**config.mk**
```make
export PLATFORM = sky130hd
export DESIGN_NAME = code_match_game
export DESIGN_NICKNAME = d
export VERILOG_FILES = /design/src/rtl/code_match_game.sv
export SDC_FILE = /design/constraint.sdc
export NUM_CORES = 1
export LEC_CHECK = 0
export BUFFER_PORTS_ARGS = -buffer_cell sky130_fd_sc_hd__clkbuf_2
export CORE_ASPECT_RATIO = 1.4
export CORE_UTILIZATION = 40
export CTS_BUF_LIST = sky130_fd_sc_hd__clkbuf_2
export DETAILED_ROUTE_END_ITERATION = 6
export SLEW_MARGIN = 10
export SYNTH_ARGS = -nofsm -noshare
export SYNTH_HDL_FRONTEND = slang
export SYNTH_SLANG_ARGS = --single-unit
```
**constraint.sdc**
```tcl
create_clock -name clk -period 3.95 [get_ports clk]
set_clock_uncertainty 0.1 [all_clocks]
set_input_delay 0 -clock clk [delete_from_list [all_inputs] [get_ports clk]]
set_output_delay 0 -clock clk [all_outputs]
set_load 0.03 [all_outputs]
```
**src/rtl/code_match_game.sv**
```systemverilog
// code_match_game: two-player code-setting / code-guessing game.
// Each round the setter enters a CODE_LEN-symbol code and the guesser enters a
// guess of the same length. The guess is scored one position per cycle. The
// round's points are then added to the saturating player scores. Roles swap on
// odd rounds, and the game ends after ROUNDS rounds.
module code_match_game #(
    parameter int unsigned SYM_W    = 3,
    parameter int unsigned CODE_LEN = 4,
    parameter int unsigned ROUNDS   = 2,
    parameter int unsigned SCORE_W  = 8
) (
    input  logic               clk,
    input  logic               rst,
    input  logic               start,
    input  logic               enter1,
    input  logic               enter2,
    input  logic [SYM_W-1:0]   dataIn,
    output logic [SCORE_W-1:0] score1,
    output logic [SCORE_W-1:0] score2,
    output logic [7:0]         round_idx,
    output logic               expect1,
    output logic               expect2,
    output logic               busy,
    output logic               done
);

    localparam int unsigned IDX_W = (CODE_LEN > 1) ? $clog2(CODE_LEN) : 1;
    localparam int unsigned PTS_W = SCORE_W + 1;

    localparam logic [IDX_W-1:0]   LAST_IDX  = IDX_W'(CODE_LEN - 1);
    localparam logic [SCORE_W-1:0] SCORE_MAX = '1;
    localparam logic [PTS_W-1:0]   PTS_MAX   = '1;

    localparam logic [2:0] StIdle      = 3'd0;
    localparam logic [2:0] StLoadCode  = 3'd1;
    localparam logic [2:0] StLoadGuess = 3'd2;
    localparam logic [2:0] StCalc      = 3'd3;
    localparam logic [2:0] StAcc       = 3'd4;
    localparam logic [2:0] StDone      = 3'd5;

    logic [2:0]                         state_q, state_d;
    logic [IDX_W-1:0]                   idx_q, idx_d;
    logic [7:0]                         round_q, round_d;
    logic [SCORE_W-1:0]                 score1_q, score1_d;
    logic [SCORE_W-1:0]                 score2_q, score2_d;
    logic [CODE_LEN-1:0][SYM_W-1:0]     code_q, code_d;
    logic [CODE_LEN-1:0][SYM_W-1:0]     guess_q, guess_d;
    logic [CODE_LEN-1:0]                ex_q, ex_d;
    logic [CODE_LEN-1:0]                used_q, used_d;
    logic [PTS_W-1:0]                   pts1_q, pts1_d;
    logic [PTS_W-1:0]                   pts2_q, pts2_d;

    logic                               p1_setter;
    logic                               setter_strobe;
    logic                               guesser_strobe;
    logic [CODE_LEN-1:0][SYM_W-1:0]     guess_full;
    logic [CODE_LEN-1:0]                ex_new;
    logic                               match_found;
    logic [IDX_W-1:0]                   match_j;
    logic [1:0]                         set_inc;
    logic [1:0]                         gss_inc;
    logic [1:0]                         p1_inc;
    logic [1:0]                         p2_inc;
    logic [CODE_LEN-1:0]                used_upd;
    logic                               last_round;

    // Adds a small increment to a round-points counter, clamping at all-ones.
    function automatic logic [PTS_W-1:0] add_pts(input logic [PTS_W-1:0] p,
                                                 input logic [1:0] inc);
        logic [PTS_W:0] sum;
        sum = {1'b0, p} + (PTS_W + 1)'(inc);
        if (sum[PTS_W]) begin
            return PTS_MAX;
        end
        return sum[PTS_W-1:0];
    endfunction

    // Adds round points to a cumulative score, saturating at the maximum.
    function automatic logic [SCORE_W-1:0] sat_score(input logic [SCORE_W-1:0] s,
                                                     input logic [PTS_W-1:0] p);
        logic [SCORE_W+1:0] sum;
        sum = {2'b00, s} + {1'b0, p};
        if (sum > {2'b00, SCORE_MAX}) begin
            return SCORE_MAX;
        end
        return sum[SCORE_W-1:0];
    endfunction

    // Role decode: player 1 sets the code on even rounds, guesses on odd ones.
    always_comb begin
        p1_setter      = ~round_q[0];
        setter_strobe  = p1_setter ? enter1 : enter2;
        guesser_strobe = p1_setter ? enter2 : enter1;
        last_round     = ({1'b0, round_q} + 9'd1) == 9'(ROUNDS);
    end

    // Exact-match flags for the complete guess, including the symbol arriving now.
    always_comb begin
        guess_full           = guess_q;
        guess_full[LAST_IDX] = dataIn;
        for (int i = 0; i < CODE_LEN; i++) begin
            ex_new[i] = (guess_full[i] == code_q[i]);
        end
    end

    // Lowest unconsumed code position matching the guess symbol under scoring.
    always_comb begin
        match_found = 1'b0;
        match_j     = '0;
        for (int j = 0; j < CODE_LEN; j++) begin
            if (!match_found && !used_q[j] && (code_q[j] == guess_q[idx_q])) begin
                match_found = 1'b1;
                match_j     = IDX_W'(j);
            end
        end
    end

    // Points awarded for the current guess position and the consumption update.
    always_comb begin
        set_inc  = 2'd0;
        gss_inc  = 2'd0;
        used_upd = used_q;
        if (ex_q[idx_q]) begin
            gss_inc = 2'd2;
        end else if (match_found) begin
            set_inc           = 2'd1;
            gss_inc           = 2'd1;
            used_upd[match_j] = 1'b1;
        end else begin
            set_inc = 2'd2;
        end
        p1_inc = p1_setter ? set_inc : gss_inc;
        p2_inc = p1_setter ? gss_inc : set_inc;
    end

    // Game FSM next-state and datapath updates.
    always_comb begin
        state_d  = state_q;
        idx_d    = idx_q;
        round_d  = round_q;
        score1_d = score1_q;
        score2_d = score2_q;
        code_d   = code_q;
        guess_d  = guess_q;
        ex_d     = ex_q;
        used_d   = used_q;
        pts1_d   = pts1_q;
        pts2_d   = pts2_q;

        case (state_q)
            StIdle, StDone: begin
                if (start) begin
                    score1_d = '0;
                    score2_d = '0;
                    round_d  = '0;
                    idx_d    = '0;
                    state_d  = StLoadCode;
                end
            end

            StLoadCode: begin
                if (setter_strobe) begin
                    code_d[idx_q] = dataIn;
                    if (idx_q == LAST_IDX) begin
                        idx_d   = '0;
                        state_d = StLoadGuess;
                    end else begin
                        idx_d = idx_q + 1'b1;
                    end
                end
            end

            StLoadGuess: begin
                if (guesser_strobe) begin
                    guess_d[idx_q] = dataIn;
                    if (idx_q == LAST_IDX) begin
                        // Exact positions are pre-consumed so the partial scan skips them.
                        ex_d    = ex_new;
                        used_d  = ex_new;
                        pts1_d  = '0;
                        pts2_d  = '0;
                        idx_d   = '0;
                        state_d = StCalc;
                    end else begin
                        idx_d = idx_q + 1'b1;
                    end
                end
            end

            StCalc: begin
                used_d = used_upd;
                pts1_d = add_pts(pts1_q, p1_inc);
                pts2_d = add_pts(pts2_q, p2_inc);
                if (idx_q == LAST_IDX) begin
                    idx_d   = '0;
                    state_d = StAcc;
                end else begin
                    idx_d = idx_q + 1'b1;
                end
            end

            StAcc: begin
                score1_d = sat_score(score1_q, pts1_q);
                score2_d = sat_score(score2_q, pts2_q);
                round_d  = round_q + 8'd1;
                state_d  = last_round ? StDone : StLoadCode;
            end

            default: begin
                state_d = StIdle;
            end
        endcase
    end

    // State registers with synchronous active-low reset.
    always_ff @(posedge clk) begin
        if (!rst) begin
            state_q  <= StIdle;
            idx_q    <= '0;
            round_q  <= '0;
            score1_q <= '0;
            score2_q <= '0;
            code_q   <= '0;
            guess_q  <= '0;
            ex_q     <= '0;
            used_q   <= '0;
            pts1_q   <= '0;
            pts2_q   <= '0;
        end else begin
            state_q  <= state_d;
            idx_q    <= idx_d;
            round_q  <= round_d;
            score1_q <= score1_d;
            score2_q <= score2_d;
            code_q   <= code_d;
            guess_q  <= guess_d;
            ex_q     <= ex_d;
            used_q   <= used_d;
            pts1_q   <= pts1_d;
            pts2_q   <= pts2_d;
        end
    end

    // Status outputs decoded from the registered state.
    always_comb begin
        score1    = score1_q;
        score2    = score2_q;
        round_idx = round_q;
        expect1   = ((state_q == StLoadCode) && p1_setter) ||
                    ((state_q == StLoadGuess) && !p1_setter);
        expect2   = ((state_q == StLoadCode) && !p1_setter) ||
                    ((state_q == StLoadGuess) && p1_setter);
        busy      = (state_q == StCalc) || (state_q == StAcc);
        done      = (state_q == StDone);
    end

endmodule

```
==> reports/metrics.yaml <==
timing:
  fin_crit_sh: 0.9515
  relSlewSlack: 0.4468
  tns_ns: 0
  setup_slack_ns: 0.1917
  worst_pin_slew_ns: 0.8298
  period_needed_ns: 3.758
  setup_viol_count_final: 0
  drv_slew: 0
  max_freq_mhz: 266.1
  timing.hold.ws_ns: 0.03305
  hold_viol_final: 0
power_and_ir_drop:
  finalPower_mw: 2.418
  seq_power_share: 0.413
  pwr_density_cell_nw_per_um2: 449.5
  internal_power_mw: 1.387
  p_switching_mw: 1.032
  combPwrFrac: 0.403
  leakagePower_nw: 2.455
  sw_frac_of_total: 0.4266
  ir_drop_v: 0.0001704
  pwr-share-clk: 0.184
yosys:
  synth_flop_cell: "dfxtp_1"
  synth_area_um2: 4926
  synth_warnings: 0
  async_flop_share: 0
  synth-edff-count: 0
  netlist_instances: 599
  avgSynthCellArea_um2: 8.224
  ys_ff_latch: 79
  syn_nets: 637
  seq_area_frac_synth: 0.3211
  yosysUniqueCellTypes: 63
finish:
  antenna_cells: 0
  final_layout_size_suffix_gt1_frac: 0.1274
  final_cells: 775
  final_cell_area_um2: 5380
  syn2layout_area_growth_pct: 9.220
  final_util: 0.4507
  final_nets: 661
routing:
  vias: 4326
  drtAntennaViolNets: 0
  first_iter_violations: 173
  route.detailed.drc: 0
  wl_um: 11520
  post_drt_wl_per_cell_um: 14.87
  firstDrtPassIters: 5
  via_per_inst: 5.582
floorplanning:
  design.die.area_um2: 12770
  initial_core_util: 0.4126
  die_w_um: 95.79
  core-area_um2: 11940
  num_rows: 47
  die_h_um: 133.3
  io_pins: 36
worst_setup_path:
  cp_slowest_stage_delay_ns: 0.58
  critPathKind: "flip-flop to flip-flop"
  required_ns: 4.38
  crit_fanout: 6
  path_cells: "mux4_2 -> xor2_1 -> or4_4 -> nand4_2 -> nor2_1 -> mux2_2 -> ha_1 -> a21o_1 -> nand2_1 -> nor2_2 -> and3_1 -> and3_4 -> o21ai_0 -> a21boi_0"
  startpoint_type: "flip-flop"
  arrival_ns: 4.18
  cp-end-kind: "flip-flop"
  critPathSlowestCell: "mux4_2"
placed_design:
  gp_congestion: 0.8235
  placed_cells: 755
  io_buffers: 35
  dpl.hpwl_um: 8313
  pre_cts_ws_ns: 0.05248
  placed_area_um2: 5220
global_routing:
  grt.overflow.total: 0
  grt_pass1_vias: 4164
  use_met3: 0.02511
  use_met1: 0.2167
  grt_antenna_before_repair: 0
  use_met2: 0.3532
  grt_pass1_wl_um: 19380
  grt.busiest_layer: "met2"
  grt_use_total: 0.1928
  grt_max_degree: 49
cts:
  insertion_delay_ns: 0.59
  cts-root-buf: "clkbuf_2"
  cts.clk_slew.worst_paths_ns: 0.23
  cts_buffer_depth: 2
  clock-sinks: 79
  cts_htree_levels: 3
  cts_made_buffers: 9
  tritoncts: "done"
run_status:
  outcome: "complete, no violations"
hold_path:
  hp-class: "input pin to flip-flop"
run:
  cap_violations: 0
[timing repair]
item	4_1_cts	5_1_grt
endpoints found under the setup margin	0	12
endpoints found under the hold margin	42	0
buffers inserted	0	0
gates resized for setup	0	6
hold buffers	4	0
[cells by family (layout without fill, tap and decap cells)]
kind of cell	count (synthesis)	in the layout	share of synthesized area
buf+inv	47	76	0.03912
mux	16	16	0.04394
fa+ha+maj	30	30	0.08230
compound gates	152	152	0.2118
flops	79	79	0.3211
xor+xnor	35	35	0.06223
simple gates	240	240	0.2395
[Yosys cell counts, types with 5 or more instances]
master | number | area (µm²)
nand2_1 | 92 | 345.3
dfxtp_1 | 79 | 1582
nand3_1 | 36 | 180.2
o21ai_0 | 36 | 180.2
nor2_1 | 34 | 127.6
a21boi_0 | 33 | 247.7
a21oi_1 | 31 | 155.2
clkbuf_1 | 27 | 101.4
ha_1 | 26 | 325.3
xor2_1 | 26 | 227.7
nor2b_1 | 21 | 131.4
o211a_1 | 15 | 150.1
nor3_1 | 13 | 65.06
inv_1 | 10 | 37.54
mux2i_1 | 10 | 100.1
xnor2_1 | 9 | 78.83
and2_1 | 7 | 43.79
and3_1 | 7 | 43.79
nor3b_1 | 6 | 45.04
a21o_1 | 5 | 37.54
nand4_1 | 5 | 31.28
[registers in the layout, indices dropped and copies added, names as in the netlist]
register and cells:
code_q 12, guess_full 9, pts1_q 9, pts2_q 9, round_idx 8, score1 8
score2 8, ex_q 4, used_q 4, guess_q 3, state_q 3, idx_q 2
[layer usage]
| metal | vias to the layer above | share of wire |
|---|---|---|
| met3 | 15 | 0.021 |
| met4 | 0 | 0.022 |
| met2 | 63 | 0.53 |
| met1 | 2070 | 0.43 |
| li1 | 2178 | - |
| met5 | - | 0 |
[area by class of cell]
| cell class | instances | area (µm²) |
|---|---|---|
| Fill cell | 1196 | 6558 |
| Multi-Input combinational cell | 473 | 3171 |
| Timing Repair Buffer | 49 | 290.3 |
| Sequential cell | 79 | 1585 |
| Tap cell | 147 | 183.9 |
| Inverter | 11 | 41.29 |
| Clock inverter | 7 | 63.81 |
| Clock buffer | 9 | 45.04 |
[power groups by stage]
stage | clock [mW] | sequential (mW) | combinational, mW
floorplan | 0 | 1.04 | 0.714
global placement | 0 | 1.01 | 0.948
detailed placement | 0 | 1.02 | 0.972
CTS | 0.456 | 0.999 | 0.980
global route | 0.484 | 1.02 | 1.08
finish | 0.445 | 1.00 | 0.973
[path summary, 6_finish.rpt]
check,startpoint,to,slack (ns),cells past startpoint
setup / recovery,idx_q[0],pts1_q[3],0.19,14
hold reg to reg,guess_q[10],guess_q[10],0.39,2
hold / removal,rst,score1[7],0.03,3
setup reg to reg,idx_q[0],pts1_q[3],0.19,14
[worst max-delay path, delay by kind of cell, from the launching register on]
family | cells | cell delay [ns]
xor gates and xnor gates | 1 | 0.17
muxes | 2 | 0.87
AOI/OAI and AO/OA | 3 | 0.40
adders and majority gates | 1 | 0.29
DFF | 1 | 0.42
and+or+nand+nor | 7 | 1.46
[cell usage in the layout (no fill, tap or decap), types with 15 or more instances in the layout]
cell type,Yosys,layout
a21boi_0,33,32
a21oi_1,31,31
clkbuf_2,3,44
dfxtp_1,79,78
ha_1,26,26
nand2_1,92,92
nand3_1,36,36
nor2_1,34,33
nor2b_1,21,21
o211a_1,15,15
o21ai_0,36,36
xor2_1,26,26
Note: power is estimated with default switching activity, not from simulation.
